<file path="config.mk">
export PLATFORM = sky130hd
export DESIGN_NAME = vga_frame_scheduler
export DESIGN_NICKNAME = d
export VERILOG_FILES = /design/src/rtl/vga_timing_pkg.sv /design/src/rtl/vga_pix_divider.sv /design/src/rtl/vga_frame_scheduler.sv
export SDC_FILE = /design/constraint.sdc
export NUM_CORES = 1
export LEC_CHECK = 0
export ABC_AREA = 1
export CORE_MARGIN = 5
export CORE_UTILIZATION = 35
export CTS_CLUSTER_SIZE = 12
export DETAILED_ROUTE_END_ITERATION = 8
export PLACE_DENSITY = 0.63
export REMOVE_ABC_BUFFERS = 1
export SKIP_CTS_REPAIR_TIMING = 1
export SLEW_MARGIN = 10
export SYNTH_ARGS = -nofsm -noshare
export SYNTH_HDL_FRONTEND = slang
export SYNTH_SLANG_ARGS = --single-unit
export TNS_END_PERCENT = 1
</file>
<file path="constraint.sdc">
create_clock -name clk -period 4.9 [get_ports clk]
set_input_delay 0.98 -clock clk [delete_from_list [all_inputs] [get_ports clk]]
set_output_delay 0.98 -clock clk [all_outputs]
set_load 0.03 [all_outputs]
</file>
<file path="src/rtl/vga_timing_pkg.sv">
// Shared VGA timing constants, scheduler state encoding and colour types.
package vga_timing_pkg;

  localparam int unsigned VGA_CLK_DIV      = 4;
  localparam int unsigned VGA_H_TOTAL      = 800;
  localparam int unsigned VGA_H_DISP_START = 144;
  localparam int unsigned VGA_H_DISP       = 640;
  localparam int unsigned VGA_V_TOTAL      = 521;
  localparam int unsigned VGA_V_DISP_START = 31;
  localparam int unsigned VGA_V_DISP       = 480;
  localparam int unsigned VGA_SCALE        = 5;

  localparam int unsigned CNT_W   = 12;
  localparam int unsigned IMG_W   = 7;
  localparam int unsigned COLOR_W = 4;

  typedef enum logic [1:0] {
    ST_IDLE  = 2'd0,
    ST_SCAN  = 2'd1,
    ST_DRAIN = 2'd2
  } scan_state_e;

  typedef logic [3*COLOR_W-1:0] rgb_t;

endpackage

</file>
<file path="src/rtl/vga_pix_divider.sv">
// Pixel-rate divider: 2-bit phase counter with a one-clk pix_tick on the last phase.
module vga_pix_divider
  import vga_timing_pkg::*;
#(
  parameter int unsigned CLK_DIV = VGA_CLK_DIV
) (
  input  logic       clk,
  input  logic       reset,
  input  logic       enable,
  output logic [1:0] phase,
  output logic       pix_tick
);

  localparam logic [1:0] LAST = 2'(CLK_DIV - 1);

  always_ff @(posedge clk or negedge reset) begin
    if (!reset) begin
      phase <= '0;
    end else if (!enable || phase == LAST) begin
      phase <= '0;
    end else begin
      phase <= phase + 2'd1;
    end
  end

  assign pix_tick = enable && (phase == LAST);

endmodule

</file>
<file path="src/rtl/vga_frame_scheduler.sv">
// VGA timing master: pixel/line counters, 5x5 image ROM addressing and RGB output.
// Build macro TEST_PATTERN_EN replaces ROM pixels with 8 vertical colour bars.
module vga_frame_scheduler
  import vga_timing_pkg::*;
#(
  parameter int unsigned CLK_DIV      = VGA_CLK_DIV,
  parameter int unsigned H_TOTAL      = VGA_H_TOTAL,
  parameter int unsigned H_DISP_START = VGA_H_DISP_START,
  parameter int unsigned H_DISP       = VGA_H_DISP,
  parameter int unsigned V_TOTAL      = VGA_V_TOTAL,
  parameter int unsigned V_DISP_START = VGA_V_DISP_START,
  parameter int unsigned V_DISP       = VGA_V_DISP,
  parameter int unsigned SCALE        = VGA_SCALE
) (
  input  logic                 clk,
  input  logic                 reset,
  input  logic                 run,
  output logic                 pix_tick,
  output logic [CNT_W-1:0]     H_count,
  output logic                 H_counter_enable,
  output logic [CNT_W-1:0]     V_count,
  output logic                 V_counter_enable,
  output logic                 frame_start,
  output logic                 display_active,
  output logic [2*IMG_W-1:0]   rom_addr,
  input  logic [3*COLOR_W-1:0] rom_data,
  output logic [COLOR_W-1:0]   vga_red,
  output logic [COLOR_W-1:0]   vga_green,
  output logic [COLOR_W-1:0]   vga_blue
);

  localparam logic [CNT_W-1:0] H_LAST  = CNT_W'(H_TOTAL - 1);
  localparam logic [CNT_W-1:0] H_PRE   = CNT_W'(H_DISP_START - 1);
  localparam logic [CNT_W-1:0] H_FIRST = CNT_W'(H_DISP_START);
  localparam logic [CNT_W-1:0] H_END   = CNT_W'(H_DISP_START + H_DISP - 1);
  localparam logic [CNT_W-1:0] V_LAST  = CNT_W'(V_TOTAL - 1);
  localparam logic [CNT_W-1:0] V_FIRST = CNT_W'(V_DISP_START);
  localparam logic [CNT_W-1:0] V_END   = CNT_W'(V_DISP_START + V_DISP - 1);
  localparam logic [2:0]       SUB_LAST     = 3'(SCALE - 1);
  localparam logic [1:0]       SAMPLE_PHASE = 2'(CLK_DIV - 2);

  scan_state_e state, state_n;
  logic        scan_en;
  logic [1:0]  phase;
  logic        h_wrap, v_wrap;
  logic        h_adv;
  logic [2:0]  x_sub, y_sub;
  logic [IMG_W-1:0] x_img, y_img;
  rgb_t        pix_colour;
  rgb_t        rgb;

  assign scan_en = (state != ST_IDLE);

  vga_pix_divider #(
    .CLK_DIV (CLK_DIV)
  ) u_pix_divider (
    .clk      (clk),
    .reset    (reset),
    .enable   (scan_en),
    .phase    (phase),
    .pix_tick (pix_tick)
  );

  assign h_wrap           = pix_tick && (H_count == H_LAST);
  assign v_wrap           = h_wrap && (V_count == V_LAST);
  assign H_counter_enable = pix_tick;
  assign V_counter_enable = h_wrap;
  assign frame_start      = v_wrap;
  assign display_active   = (H_count >= H_FIRST) && (H_count <= H_END) &&
                            (V_count >= V_FIRST) && (V_count <= V_END);

  always_ff @(posedge clk or negedge reset) begin
    if (!reset) state <= ST_IDLE;
    else        state <= state_n;
  end

  always_comb begin
    state_n = state;
    case (state)
      ST_IDLE:  if (run) state_n = ST_SCAN;
      ST_SCAN:  if (!run) state_n = ST_DRAIN;
      ST_DRAIN: begin
        if (run)         state_n = ST_SCAN;
        else if (v_wrap) state_n = ST_IDLE;
      end
      default:  state_n = ST_IDLE;
    endcase
  end

  always_ff @(posedge clk or negedge reset) begin
    if (!reset) begin
      H_count <= '0;
      V_count <= '0;
    end else if (!scan_en) begin
      H_count <= '0;
      V_count <= '0;
    end else if (pix_tick) begin
      H_count <= h_wrap ? '0 : H_count + 12'd1;
      if (h_wrap) V_count <= v_wrap ? '0 : V_count + 12'd1;
    end
  end

  // Step only while the following column is still displayed; H_PRE rearms the line.
  assign h_adv = (H_count >= H_FIRST) && (H_count < H_END);

  always_ff @(posedge clk or negedge reset) begin
    if (!reset) begin
      x_sub <= '0;
      x_img <= '0;
      y_sub <= '0;
      y_img <= '0;
    end else if (!scan_en) begin
      x_sub <= '0;
      x_img <= '0;
      y_sub <= '0;
      y_img <= '0;
    end else begin
      if (pix_tick) begin
        if (H_count == H_PRE) begin
          x_sub <= '0;
          x_img <= '0;
        end else if (h_adv) begin
          if (x_sub == SUB_LAST) begin
            x_sub <= '0;
            x_img <= x_img + 7'd1;
          end else begin
            x_sub <= x_sub + 3'd1;
          end
        end
      end
      if (frame_start) begin
        y_sub <= '0;
        y_img <= '0;
      end else if (V_counter_enable && (V_count >= V_FIRST) && (V_count < V_END)) begin
        if (y_sub == SUB_LAST) begin
          y_sub <= '0;
          y_img <= y_img + 7'd1;
        end else begin
          y_sub <= y_sub + 3'd1;
        end
      end
    end
  end

  assign rom_addr = {y_img, x_img};

`ifdef TEST_PATTERN_EN
  localparam logic [6:0] BAR_LAST = 7'(H_DISP / 8 - 1);
  logic [6:0] bar_px;
  logic [2:0] bar_idx;

  always_ff @(posedge clk or negedge reset) begin
    if (!reset) begin
      bar_px  <= '0;
      bar_idx <= '0;
    end else if (!scan_en) begin
      bar_px  <= '0;
      bar_idx <= '0;
    end else if (pix_tick) begin
      if (H_count == H_PRE) begin
        bar_px  <= '0;
        bar_idx <= '0;
      end else if (h_adv) begin
        if (bar_px == BAR_LAST) begin
          bar_px  <= '0;
          bar_idx <= bar_idx + 3'd1;
        end else begin
          bar_px <= bar_px + 7'd1;
        end
      end
    end
  end

  assign pix_colour = {{COLOR_W{bar_idx[2]}}, {COLOR_W{bar_idx[1]}}, {COLOR_W{bar_idx[0]}}};
`else
  assign pix_colour = rom_data;
`endif

  // ROM data for the current address is stable by SAMPLE_PHASE, so RGB lands inside the pixel period.
  always_ff @(posedge clk or negedge reset) begin
    if (!reset) begin
      rgb <= '0;
    end else if (!scan_en) begin
      rgb <= '0;
    end else if (phase == SAMPLE_PHASE) begin
      rgb <= display_active ? pix_colour : '0;
    end
  end

  assign {vga_red, vga_green, vga_blue} = rgb;

endmodule
</file>
==> impl_summary.txt, run 1 <==
----------------------------------------------------
[Setup path]
  Cell family with the largest share of critical-path delay ... simple AND/OR/NAND/NOR gates
  Master of the slowest instance on the critical path ... sky130_fd_sc_hd__clkdlybuf4s50_1
  Sequence of cells on the critical path ... inv_2 -> nor3_2 -> nand3_1 -> nand2_1 -> nand2_1 -> and2_1 -> clkdlybuf4s50_1
  Startpoint type of the worst setup path ... flop
  Crit path arrival time ... 2.48 ns
  Critical path's most frequent cell ... sky130_fd_sc_hd__nand2_1
  Maximum fanout along the worst path ... 13
  Nature of the critical path endpoint ... output port
  Buffer and inverter count on the worst path ... 2
  Crit Path Class ... reg -> out
  Critical path data required time ... 3.92 ns
  Max stage delay on crit path ... 0.58 ns

[Place]
  Instance area after placement ... 0.00454 mm^2
  Count of input and output buffers ... 69
  Placed wire-length estimate after detailed placement ... 7.30 mm
  GP Congestion ... 0.920

[Power]
  Sequential fraction of design power ... 0.439
  Leakage power ... 0.00221 uW
  Portion of total power attributed to combinational logic ... 0.266
  Internal power contribution ... 869 uW
  IR Drop Worst-Case VDD ... 125 uV
  Psw ... 479 uW
  Clock network fraction of total power ... 0.296
  Power per cell area ... 286 mW/mm^2
  Sw Ratio ... 0.355

[Synth]
  Most used standard cells in the synthesized netlist ... sky130_fd_sc_hd__nand2_1 (132), sky130_fd_sc_hd__dfrtp_1 (60), sky130_fd_sc_hd__nor2_1 (59)
  Syn avg cell area ... 7.47 um^2
  Top-count cell post-synth ... sky130_fd_sc_hd__nand2_1
  Cell accounting for the most synthesized area ... sky130_fd_sc_hd__dfrtp_1
  Async set-or-reset flop fraction in the synthesized netlist ... 1.00
  Netlist area before placement ... 0.00377 mm^2
  Proportion of synthesized chip area in sequential cells ... 0.398
  Largest cells by area after synthesis ... sky130_fd_sc_hd__dfrtp_1 (40%), sky130_fd_sc_hd__nand2_1 (13%), sky130_fd_sc_hd__nor2_1 (5.9%)
  Area share of the largest cell type after synthesis ... 0.398
  Unique cell type count in the Yosys netlist ... 32
  Number of enable-type register cells in the synthesized netlist ... 0
  Total of flip-flops plus latches after synthesis ... 60
  Total of warnings raised by yosys ... 0
  Most frequently used flop master after synthesis ... sky130_fd_sc_hd__dfrtp_1
  Post-synthesis instance total ... 505

[Drt]
  First-pass iteration count of the detailed router ... 5
  Number of vias per cell ... 4.99
  Remaining number of nets flagged by the antenna check after routing ... 0
  Post-route DRC ... 0
  Routed length per instance ... 13.9 um
  Total Wirelength ... 9.90 mm
  Number of violations reported at the end of detailed-routing iteration 0 ... 276
  Routed vias ... 3559

[Clock tree]
  CTS H-tree depth ... 3
  CTS tree ... built
  Clock root cell ... sky130_fd_sc_hd__clkbuf_8
  Number of buffers created by CTS ... 9
  Max Root-Sink Buffers ... 2
  Source-to-sink clock delay at the later pin of the worst-skew pair ... 0.34 ns
  Clock slew seen by the registers of the worst setup and hold paths ... 0.07 ns
  Clk sink count ... 60

[STA]
  Setup Total Neg Slack ... 0 ns
  Post-Route Hold Slack ... 0.465 ns
  Clock Skew ... 0.00775 ns
  Highest achievable clock rate ... 289 MHz
  Setup repair after global routing missed its margin ... no
  Relative max-transition margin ... 0.368
  Final Setup Violations ... 0
  Post-layout min period ... 3.46 ns
  Worst-margin pin slew ... 0.948 ns
  Final hold viol count ... 0
  Final period utilization ... 0.705
  Total count of max-transition violations in the final report ... 0

[Layout]
  Final antenna diode count ... 0
  Fillers ... 1060
  Final standard cell area without fillers ... 0.00471 mm^2
  Fraction of layout instances using a drive strength above 1 ... 0.0919
  Layout Nets ... 601
  Area used by sequential logic in the layout ... 0.00150 mm^2
  Total area of multi-input combinational cells ... 0.00195 mm^2
  Post-synthesis to final-layout area growth ... 25.0%

[Die]
  Area of the die ... 0.0129 mm^2
  Standard cell core area ... 0.0104 mm^2
  Initial standard-cell utilization of the core ... 0.362
  Number of placed I/O pins ... 70
  Placement row count ... 37
  Vertical die dimension ... 114 um
  Die X ... 114 um

[Job]
  Max capacitance violation total ... 0

[Global route]
  Maximum number of pins on one net before global-route repair ... 32
  Global-route wire length before repair ... 16.4 mm
  Total routing resource utilization after global routing ... 0.155
  Vias in the first global route ... 3410
  Initial antenna violation count ... 0
  Total congestion overflow after global routing ... 0

[Run status]
  Run status ... completed

[Hold path]
  Worst hold path class ... reg -> reg

----------------------------------------------------
[worst paths after layout]
kind,start,end,slack [ns],depth (start not counted)
max,V_count[8],display_active,1.44,7
min,u_pix_divider.phase[0],u_pix_divider.phase[0],0.46,1
max reg2reg,H_count[0],V_count[4],2.50,10
min reg2reg,u_pix_divider.phase[0],u_pix_divider.phase[0],0.46,1
max in group asynchronous,reset,y_img[1],3.31,2
min in group asynchronous,reset,H_count[3],0.69,1
[sequential cells by signal (all words and copies together), names as in the netlist, 3 cells and up]
register,flops
rgb,12
x_sub,3
V_count,12
y_img,7
H_count,12
y_sub,3
x_img,7
[power groups by stage]
stage,sequential (uW),clock [uW],combinational [uW]
after floorplan,638,0,181
after global placement,595,0,355
after detailed placement,599,0,363
after CTS,591,409,364
after global routing,598,430,400
final,591,399,358
[layout make-up]
class,count,share of cell area
Clock buffer,13,0.0337
Clock inverter,2,0.00212
Inverter,61,0.0486
Multi-Input combinational cell,371,0.414
Sequential cell,60,0.319
Tap cell,136,0.0361
Timing Repair Buffer,70,0.147
[routing by layer]
layer | global-route usage | wire length [um] | vias up
met2 | 0.259 | 4660 | 91
li1 | - | - | 1770
met3 | 0.0297 | 552 | 8
met4 | 0.0451 | 107 | 0
met1 | 0.203 | 4580 | 1690
met5 | 0 | 0 | -
[logic make-up (layout without fill, tap and decap cells)]
kind of cell               Yosys count  in the layout  synth area share
AOI/OAI and AO/OA                   40             40            0.0568
adders and majority gates           13             13            0.0431
and+or+nand+nor                    306            306             0.389
xor gates and xnor gates            12             12            0.0279
buffers and inverters               74            146            0.0853
DFF                                 60             60             0.398
[per-stage QoR]
stage               power (uW)  std cells  setup slack [ns]   util
finish                    1350        713              1.44  0.452
global route              1430        713              1.28  0.452
CTS                       1360        713              1.45  0.452
detailed placement         962        698              1.82  0.436
global placement           950        698              1.87  0.436
floorplan                  819        492              2.18      -
[placed cells by master, fill, tap and decap left out]
cell	synthesis	layout
sky130_fd_sc_hd__nor2_1	59	58
sky130_fd_sc_hd__nor3_2	1	1
sky130_fd_sc_hd__clkbuf_8	0	11
sky130_fd_sc_hd__clkinv_2	0	2
sky130_fd_sc_hd__and2_1	1	1
sky130_fd_sc_hd__nand2_4	4	4
sky130_fd_sc_hd__xnor2_1	3	3
sky130_fd_sc_hd__nor2_4	6	6
sky130_fd_sc_hd__nor3_1	10	10
sky130_fd_sc_hd__and3_2	1	1
sky130_fd_sc_hd__ha_1	13	13
sky130_fd_sc_hd__o21ai_1	3	3
sky130_fd_sc_hd__inv_1	54	54
sky130_fd_sc_hd__nand3_4	1	1
sky130_fd_sc_hd__buf_2	5	1
sky130_fd_sc_hd__nand2_2	8	8
sky130_fd_sc_hd__nand2_1	132	132
sky130_fd_sc_hd__nand4_4	1	1
sky130_fd_sc_hd__o21ai_0	18	18
sky130_fd_sc_hd__clkbuf_1	2	2
sky130_fd_sc_hd__dfrtp_1	60	60
sky130_fd_sc_hd__nor2_2	4	5
sky130_fd_sc_hd__o21bai_1	1	1
sky130_fd_sc_hd__nand3_1	41	41
sky130_fd_sc_hd__a21oi_1	13	13
sky130_fd_sc_hd__xor2_1	9	9
sky130_fd_sc_hd__clkdlybuf4s50_1	0	68
sky130_fd_sc_hd__a21oi_2	1	1
sky130_fd_sc_hd__nand3_2	3	3
sky130_fd_sc_hd__inv_2	7	7
sky130_fd_sc_hd__a211oi_1	2	2
sky130_fd_sc_hd__o22ai_1	2	2
sky130_fd_sc_hd__buf_4	2	1
sky130_fd_sc_hd__nand4_1	34	34
Power figures use the tool's default switching activity.
==> run 2, diff against run 1 <==
==> constraint.sdc (replaced) <==
create_clock -name clk -period 3.2 [get_ports clk]
set_input_delay 0.64 -clock clk [delete_from_list [all_inputs] [get_ports clk]]
set_output_delay 0.64 -clock clk [all_outputs]
set_load 0.03 [all_outputs]
==> impl_summary.txt, run 2 (synthesis results as in run 1) <==
----------------------------------------------------
[STA]
  Final period utilization ... 0.923
  Total count of max-transition violations in the final report ... 0 (unchanged)
  Post-layout min period ... 2.95 ns
  Relative max-transition margin ... 0.274 (-0.0936)
  Post-Route Hold Slack ... 0.460 ns (-0.00445 ns)
  Final Setup Violations ... 0 (unchanged)
  Setup Total Neg Slack ... 0 ns (unchanged)
  Clock Skew ... 0.0109 ns (+0.00316 ns)
  Highest achievable clock rate ... 339 MHz
  Worst-margin pin slew ... 1.09 ns (+0.141 ns)
  Final hold viol count ... 0 (unchanged)
  Setup repair after global routing missed its margin ... no

[Clock tree]
  CTS H-tree depth ... 3 (unchanged)
  Clock slew seen by the registers of the worst setup and hold paths ... 0.07 ns (about the same)
  Max Root-Sink Buffers ... 2 (unchanged)
  Source-to-sink clock delay at the later pin of the worst-skew pair ... 0.34 ns (about the same)
  Clk sink count ... 60 (unchanged)
  CTS tree ... built
  Clock root cell ... sky130_fd_sc_hd__clkbuf_8
  Number of buffers created by CTS ... 9 (unchanged)

[Layout]
  Final antenna diode count ... 0 (unchanged)
  Leading cell type in the layout, fill and taps excluded ... sky130_fd_sc_hd__nand2_1
  Leading cell types in the layout, fill and taps excluded ... sky130_fd_sc_hd__nand2_1 (132), sky130_fd_sc_hd__clkdlybuf4s50_1 (66), sky130_fd_sc_hd__dfrtp_1 (60)
  Final standard cell area without fillers ... 0.00475 mm^2 (+0.85%)
  Layout Nets ... 605 (+0.67%)
  Post-synthesis to final-layout area growth ... 26.1%
  Fraction of layout instances using a drive strength above 1 ... 0.0998 (+0.00797)
  Largest registers ... H_count (12), V_count (12), rgb (12)

[Place]
  Count of input and output buffers ... 69 (unchanged)
  Placed wire-length estimate after detailed placement ... 7.32 mm (+0.35%)
  Instance area after placement ... 0.00457 mm^2 (+0.61%)
  GP Congestion ... 0.892 (-3.0%)

[Setup path]
  Slack of the worst reg-to-reg path ... 0.96 ns (-1.54 ns)
  Maximum fanout along the worst path ... 6 (-7)
  CP startpoint ... H_count[0]
  Nature of the critical path endpoint ... output port
  Crit Path Class ... reg -> out
  Critical path data required time ... 2.56 ns (-1.36 ns)
  Startpoint of the worst-slack reg-to-reg timing path ... H_count[0]
  Crit path arrival time ... 2.31 ns (-0.17 ns)
  Startpoint type of the worst setup path ... flop

[Global route]
  Maximum number of pins on one net before global-route repair ... 46 (+44%)
  Total routing resource utilization after global routing ... 0.157 (+0.00226)
  Total congestion overflow after global routing ... 0 (unchanged)
  Global-route wire length before repair ... 16.6 mm (+1.4%)
  Initial antenna violation count ... 0 (unchanged)
  Vias in the first global route ... 3397 (-0.38%)

[Power]
  IR Drop Worst-Case VDD ... 209 uV (+66%)
  Sequential fraction of design power ... 0.433 (-0.006)
  Internal power contribution ... 1340 uW (+54%)
  Portion of total power attributed to combinational logic ... 0.264 (-0.002)
  Clock network fraction of total power ... 0.303 (+0.007)
  Sw Ratio ... 0.358 (+0.00332)
  Power per cell area ... 438 mW/mm^2 (+53%)
  Leakage power ... 0.00226 uW (+2.4%)
  Psw ... 745 uW (+56%)

[Job]
  Max capacitance violation total ... 0 (unchanged)

[Drt]
  Remaining number of nets flagged by the antenna check after routing ... 0 (unchanged)
  Number of vias per cell ... 4.95 (-0.78%)
  Routed length per instance ... 13.8 um (-0.56%)
  Routed vias ... 3551 (-0.22%)
  Total Wirelength ... 9.90 mm (unchanged)
  Number of violations reported at the end of detailed-routing iteration 0 ... 207 (-25%)
  Post-route DRC ... 0 (unchanged)
  First-pass iteration count of the detailed router ... 5 (unchanged)

[Die]
  Area of the die ... 0.0129 mm^2 (unchanged)
  Placement row count ... 37 (unchanged)
  Initial standard-cell utilization of the core ... 0.362 (unchanged)
  Die X ... 114 um (unchanged)
  Standard cell core area ... 0.0104 mm^2 (unchanged)
  Number of placed I/O pins ... 70 (unchanged)
  Vertical die dimension ... 114 um (unchanged)

[Hold path]
  Launch instance of the worst min-delay path ... u_pix_divider.phase[0]
  Worst hold path class ... reg -> reg

[Run status]
  Run status ... completed

----------------------------------------------------
## run 2: cell types whose count changed in the layout (fill, tap and decap cells not counted)
cell	before	now
sky130_fd_sc_hd__clkbuf_1	2	0
sky130_fd_sc_hd__dlymetal6s2s_1	0	2
sky130_fd_sc_hd__buf_4	1	5
sky130_fd_sc_hd__nor2_1	58	59
sky130_fd_sc_hd__nor2_2	5	4
sky130_fd_sc_hd__clkdlybuf4s50_1	68	66
sky130_fd_sc_hd__clkinvlp_4	0	2
## run 2: worst max-delay path: stages, from the launching register on
cell and delay (ns):
sky130_fd_sc_hd__dfrtp_1 0.42, sky130_fd_sc_hd__ha_1 0.19, sky130_fd_sc_hd__nand2_1 0.12, sky130_fd_sc_hd__nor2_4 0.17, sky130_fd_sc_hd__nand3_2 0.10, sky130_fd_sc_hd__nor2_4 0.22, sky130_fd_sc_hd__clkdlybuf4s50_1 0.74
## run 2: stage by stage
step	util	cells	power [uW]	worst slack [ns]
2_1_floorplan	-	492	1250	0.821
3_3_place_gp	0.439	702	1460	0.506
3_5_place_dp	0.439	702	1470	0.459
4_1_cts	0.456	717	2110	0.0772
5_1_grt	0.456	717	2210	0.117
6_report	0.456	717	2080	0.247
## run 2: cell type report
cell class	count	area, um^2
inverters	61	229
flip-flops and latches	60	1500
fillers	1040	5660
well taps	136	170
multi-input cells	371	1950
clock inverters	4	25.0
repair buffers	74	728
clock buffers	11	151
## run 2: power groups by stage
stage	Sequential, uW	Clock, uW	Combinational (uW)
6_report	901	630	550
2_1_floorplan	976	0	278
5_1_grt	915	681	611
3_5_place_dp	916	0	556
4_1_cts	901	650	558
3_3_place_gp	912	0	547
## run 2: final timing paths
kind	to	depth (start not counted)
worst max-delay path	V_counter_enable	6
worst min register to register	u_pix_divider.phase[0]	1
max in group asynchronous	V_count[1]	2
worst min-delay path	u_pix_divider.phase[0]	1
min in group asynchronous	rgb[7]	1
worst max register to register	V_count[2]	10
## run 2: layer usage
metal	share of wire	track usage	vias to the layer above
li1	-	-	1780
met1	0.47	0.211	1643
met2	0.45	0.250	115
met3	0.060	0.0324	13
met4	0.015	0.0570	0
met5	0	0	-
==> run 3, diff against run 2 <==
--- a/config.mk
+++ b/config.mk
@@ -6,14 +6,12 @@
 export NUM_CORES = 1
 export LEC_CHECK = 0
 export ABC_AREA = 1
-export CORE_MARGIN = 5
 export CORE_UTILIZATION = 35
 export CTS_CLUSTER_SIZE = 12
 export DETAILED_ROUTE_END_ITERATION = 8
 export PLACE_DENSITY = 0.63
 export REMOVE_ABC_BUFFERS = 1
 export SKIP_CTS_REPAIR_TIMING = 1
-export SLEW_MARGIN = 10
 export SYNTH_ARGS = -nofsm -noshare
 export SYNTH_HDL_FRONTEND = slang
 export SYNTH_SLANG_ARGS = --single-unit
==> impl_summary.txt, run 3 (synthesis results as in run 1) <==
----------------------------------------------------
[Run status]
  Run status ... completed

[Die]
  Initial standard-cell utilization of the core ... 0.364 (+0.00162)
  Die X ... 106 um (-7.0%)
  Standard cell core area ... 0.0104 mm^2 (-0.44%)
  Number of placed I/O pins ... 70 (unchanged)
  Area of the die ... 0.0112 mm^2 (-14%)
  Placement row count ... 37 (unchanged)
  Vertical die dimension ... 106 um (-7.0%)

[Hold path]
  Worst hold path class ... in -> async

[Clock tree]
  Clock slew seen by the registers of the worst setup and hold paths ... 0.07 ns (about the same)
  Clock root cell ... sky130_fd_sc_hd__clkbuf_8
  Number of buffers created by CTS ... 9 (unchanged)
  CTS H-tree depth ... 3 (unchanged)
  Source-to-sink clock delay at the later pin of the worst-skew pair ... 0.35 ns (about the same)
  Clk sink count ... 60 (unchanged)
  CTS tree ... built
  Max Root-Sink Buffers ... 2 (unchanged)

[STA]
  Worst-margin pin slew ... 0.759 ns (-0.330 ns)
  Setup Total Neg Slack ... 0 ns (unchanged)
  Final period utilization ... 0.953 (+0.0301)
  Post-layout min period ... 3.05 ns (+0.0964 ns)
  Relative max-transition margin ... 0.492 (+0.218)
  Clock Skew ... 0.00693 ns (-0.00398 ns)
  Final Setup Violations ... 0 (unchanged)
  Setup repair after global routing missed its margin ... no
  Total count of max-transition violations in the final report ... 0 (unchanged)
  Final hold viol count ... 0 (unchanged)
  Highest achievable clock rate ... 328 MHz (-3.2%)

[Power]
  Sw Ratio ... 0.334 (-0.0241)
  Internal power contribution ... 1540 uW (+16%)
  Power per cell area ... 480 mW/mm^2 (+9.7%)
  Psw ... 775 uW (+3.9%)
  Clock network fraction of total power ... 0.369 (+0.066)
  Sequential fraction of design power ... 0.391 (-0.042)
  Portion of total power attributed to combinational logic ... 0.240 (-0.024)
  IR Drop Worst-Case VDD ... 256 uV (+23%)
  Leakage power ... 0.00228 uW (+0.74%)

[Place]
  Count of input and output buffers ... 69 (unchanged)
  Placed wire-length estimate after detailed placement ... 7.09 mm (-3.2%)
  GP Congestion ... 0.898 (+0.70%)

[Setup path]
  Crit path arrival time ... 2.41 ns (+0.10 ns)
  Startpoint type of the worst setup path ... flop
  Maximum fanout along the worst path ... 6 (unchanged)
  Slack of the worst reg-to-reg path ... 1.29 ns (+0.33 ns)
  Crit Path Class ... reg -> out
  Nature of the critical path endpoint ... output port
  Critical path data required time ... 2.56 ns (about the same)
  Cell count of the worst reg-to-reg path ... 10 (unchanged)

[Layout]
  Fin util ... 0.465 (+0.00928)
  Layout Nets ... 605 (unchanged)
  Fillers ... 1054 (+1.3%)
  Leading cell type in the layout, fill and taps excluded ... sky130_fd_sc_hd__nand2_1
  Final antenna diode count ... 0 (unchanged)
  Fraction of layout instances using a drive strength above 1 ... 0.105 (+0.00498)
  Leading cell types in the layout, fill and taps excluded ... sky130_fd_sc_hd__nand2_1 (131), sky130_fd_sc_hd__clkdlybuf4s50_1 (67), sky130_fd_sc_hd__dfrtp_1 (60)
  Post-synthesis to final-layout area growth ... 28.0%
  Largest registers ... H_count (12), V_count (12), rgb (12)

[Drt]
  Post-route DRC ... 0 (unchanged)
  Number of violations reported at the end of detailed-routing iteration 0 ... 161 (-22%)
  First-pass iteration count of the detailed router ... 4 (-1)
  Total Wirelength ... 9.62 mm (-2.8%)
  Remaining number of nets flagged by the antenna check after routing ... 0 (unchanged)
  Number of vias per cell ... 4.88 (-1.5%)
  Routed length per instance ... 13.4 um (-2.9%)
  Routed vias ... 3503 (-1.4%)

[Global route]
  Vias in the first global route ... 3374 (-0.68%)
  Total routing resource utilization after global routing ... 0.185 (+0.0283)
  Global-route wire length before repair ... 16.4 mm (-1.1%)
  Initial antenna violation count ... 0 (unchanged)
  Maximum number of pins on one net before global-route repair ... 28 (-39%)
  Total congestion overflow after global routing ... 0 (unchanged)

[Job]
  Max capacitance violation total ... 0 (unchanged)

----------------------------------------------------
==> run 3: changes by cell type in the layout (fill, tap and decap cells not counted), moves of 2 or more <==
cell,delta
sky130_fd_sc_hd__clkinv_2,-2
sky130_fd_sc_hd__bufinv_16,+3
sky130_fd_sc_hd__clkbuf_8,-2
sky130_fd_sc_hd__clkinvlp_4,-2
sky130_fd_sc_hd__clkinv_4,+4
==> run 3: layer usage <==
layer	global-route usage	vias up	share of wire	wire length, um
met3	0.0501	6	0.067	645
met2	0.303	110	0.47	4480
met4	0.0536	0	0.0061	59
met1	0.239	1599	0.46	4440
met5	0	-	0	0
li1	-	1788	-	-
==> run 3: worst max-delay path: stages, from the launching register on <==
cell and delay [ns]:
sky130_fd_sc_hd__dfrtp_1 0.42, sky130_fd_sc_hd__ha_1 0.19, sky130_fd_sc_hd__nand2_1 0.13, sky130_fd_sc_hd__nor2_4 0.18, sky130_fd_sc_hd__nand3_2 0.10, sky130_fd_sc_hd__nor2_4 0.22, sky130_fd_sc_hd__nand2_2 0.11, sky130_fd_sc_hd__inv_1 0.06
sky130_fd_sc_hd__clkdlybuf4s50_1 0.65
==> run 3: path summary, 6_finish.rpt <==
| kind | startpoint | end |
|---|---|---|
| setup / recovery | H_count[0] | frame_start |
| hold / removal | reset | y_img[3] |
| setup reg to reg | H_count[0] | V_count[6] |
| hold reg to reg | u_pix_divider.phase[0] | u_pix_divider.phase[0] |
| max in group asynchronous | reset | H_count[4] |
| min in group clk | u_pix_divider.phase[0] | u_pix_divider.phase[0] |
==> run 3: metrics by stage <==
stage | hold slack [ns] | setup slack [ns] | cell area (um^2) | instances | power [uW]
6_report | 0.328 | 0.151 | 4830 | 718 | 2320
5_1_grt | 0.360 | 0.0186 | 4830 | 718 | 2460
4_1_cts | 0.335 | 0.0216 | 4820 | 718 | 2350
3_5_place_dp | 0.467 | 0.437 | 4570 | 702 | 1480
3_3_place_gp | 0.443 | 0.498 | 4570 | 702 | 1460
2_1_floorplan | 0.344 | 0.821 | 3680 | 492 | 1250
==> run 3: power by group through the flow <==
stage	Combinational, uW	Clock, uW	Sequential, uW
3_3_place_gp	547	0	914
6_report	556	855	908
3_5_place_dp	556	0	921
2_1_floorplan	278	0	976
4_1_cts	560	884	906
5_1_grt	615	921	919
==> run 3: area by class of cell <==
class	count	area, um^2	share of cell area
Clock buffer	9	124	0.0257
Clock inverter	7	125	0.0259
Inverter	61	229	0.0474
Multi-Input combinational cell	371	1950	0.404
Sequential cell	60	1500	0.311
Tap cell	136	170	0.0353
Timing Repair Buffer	74	726	0.150
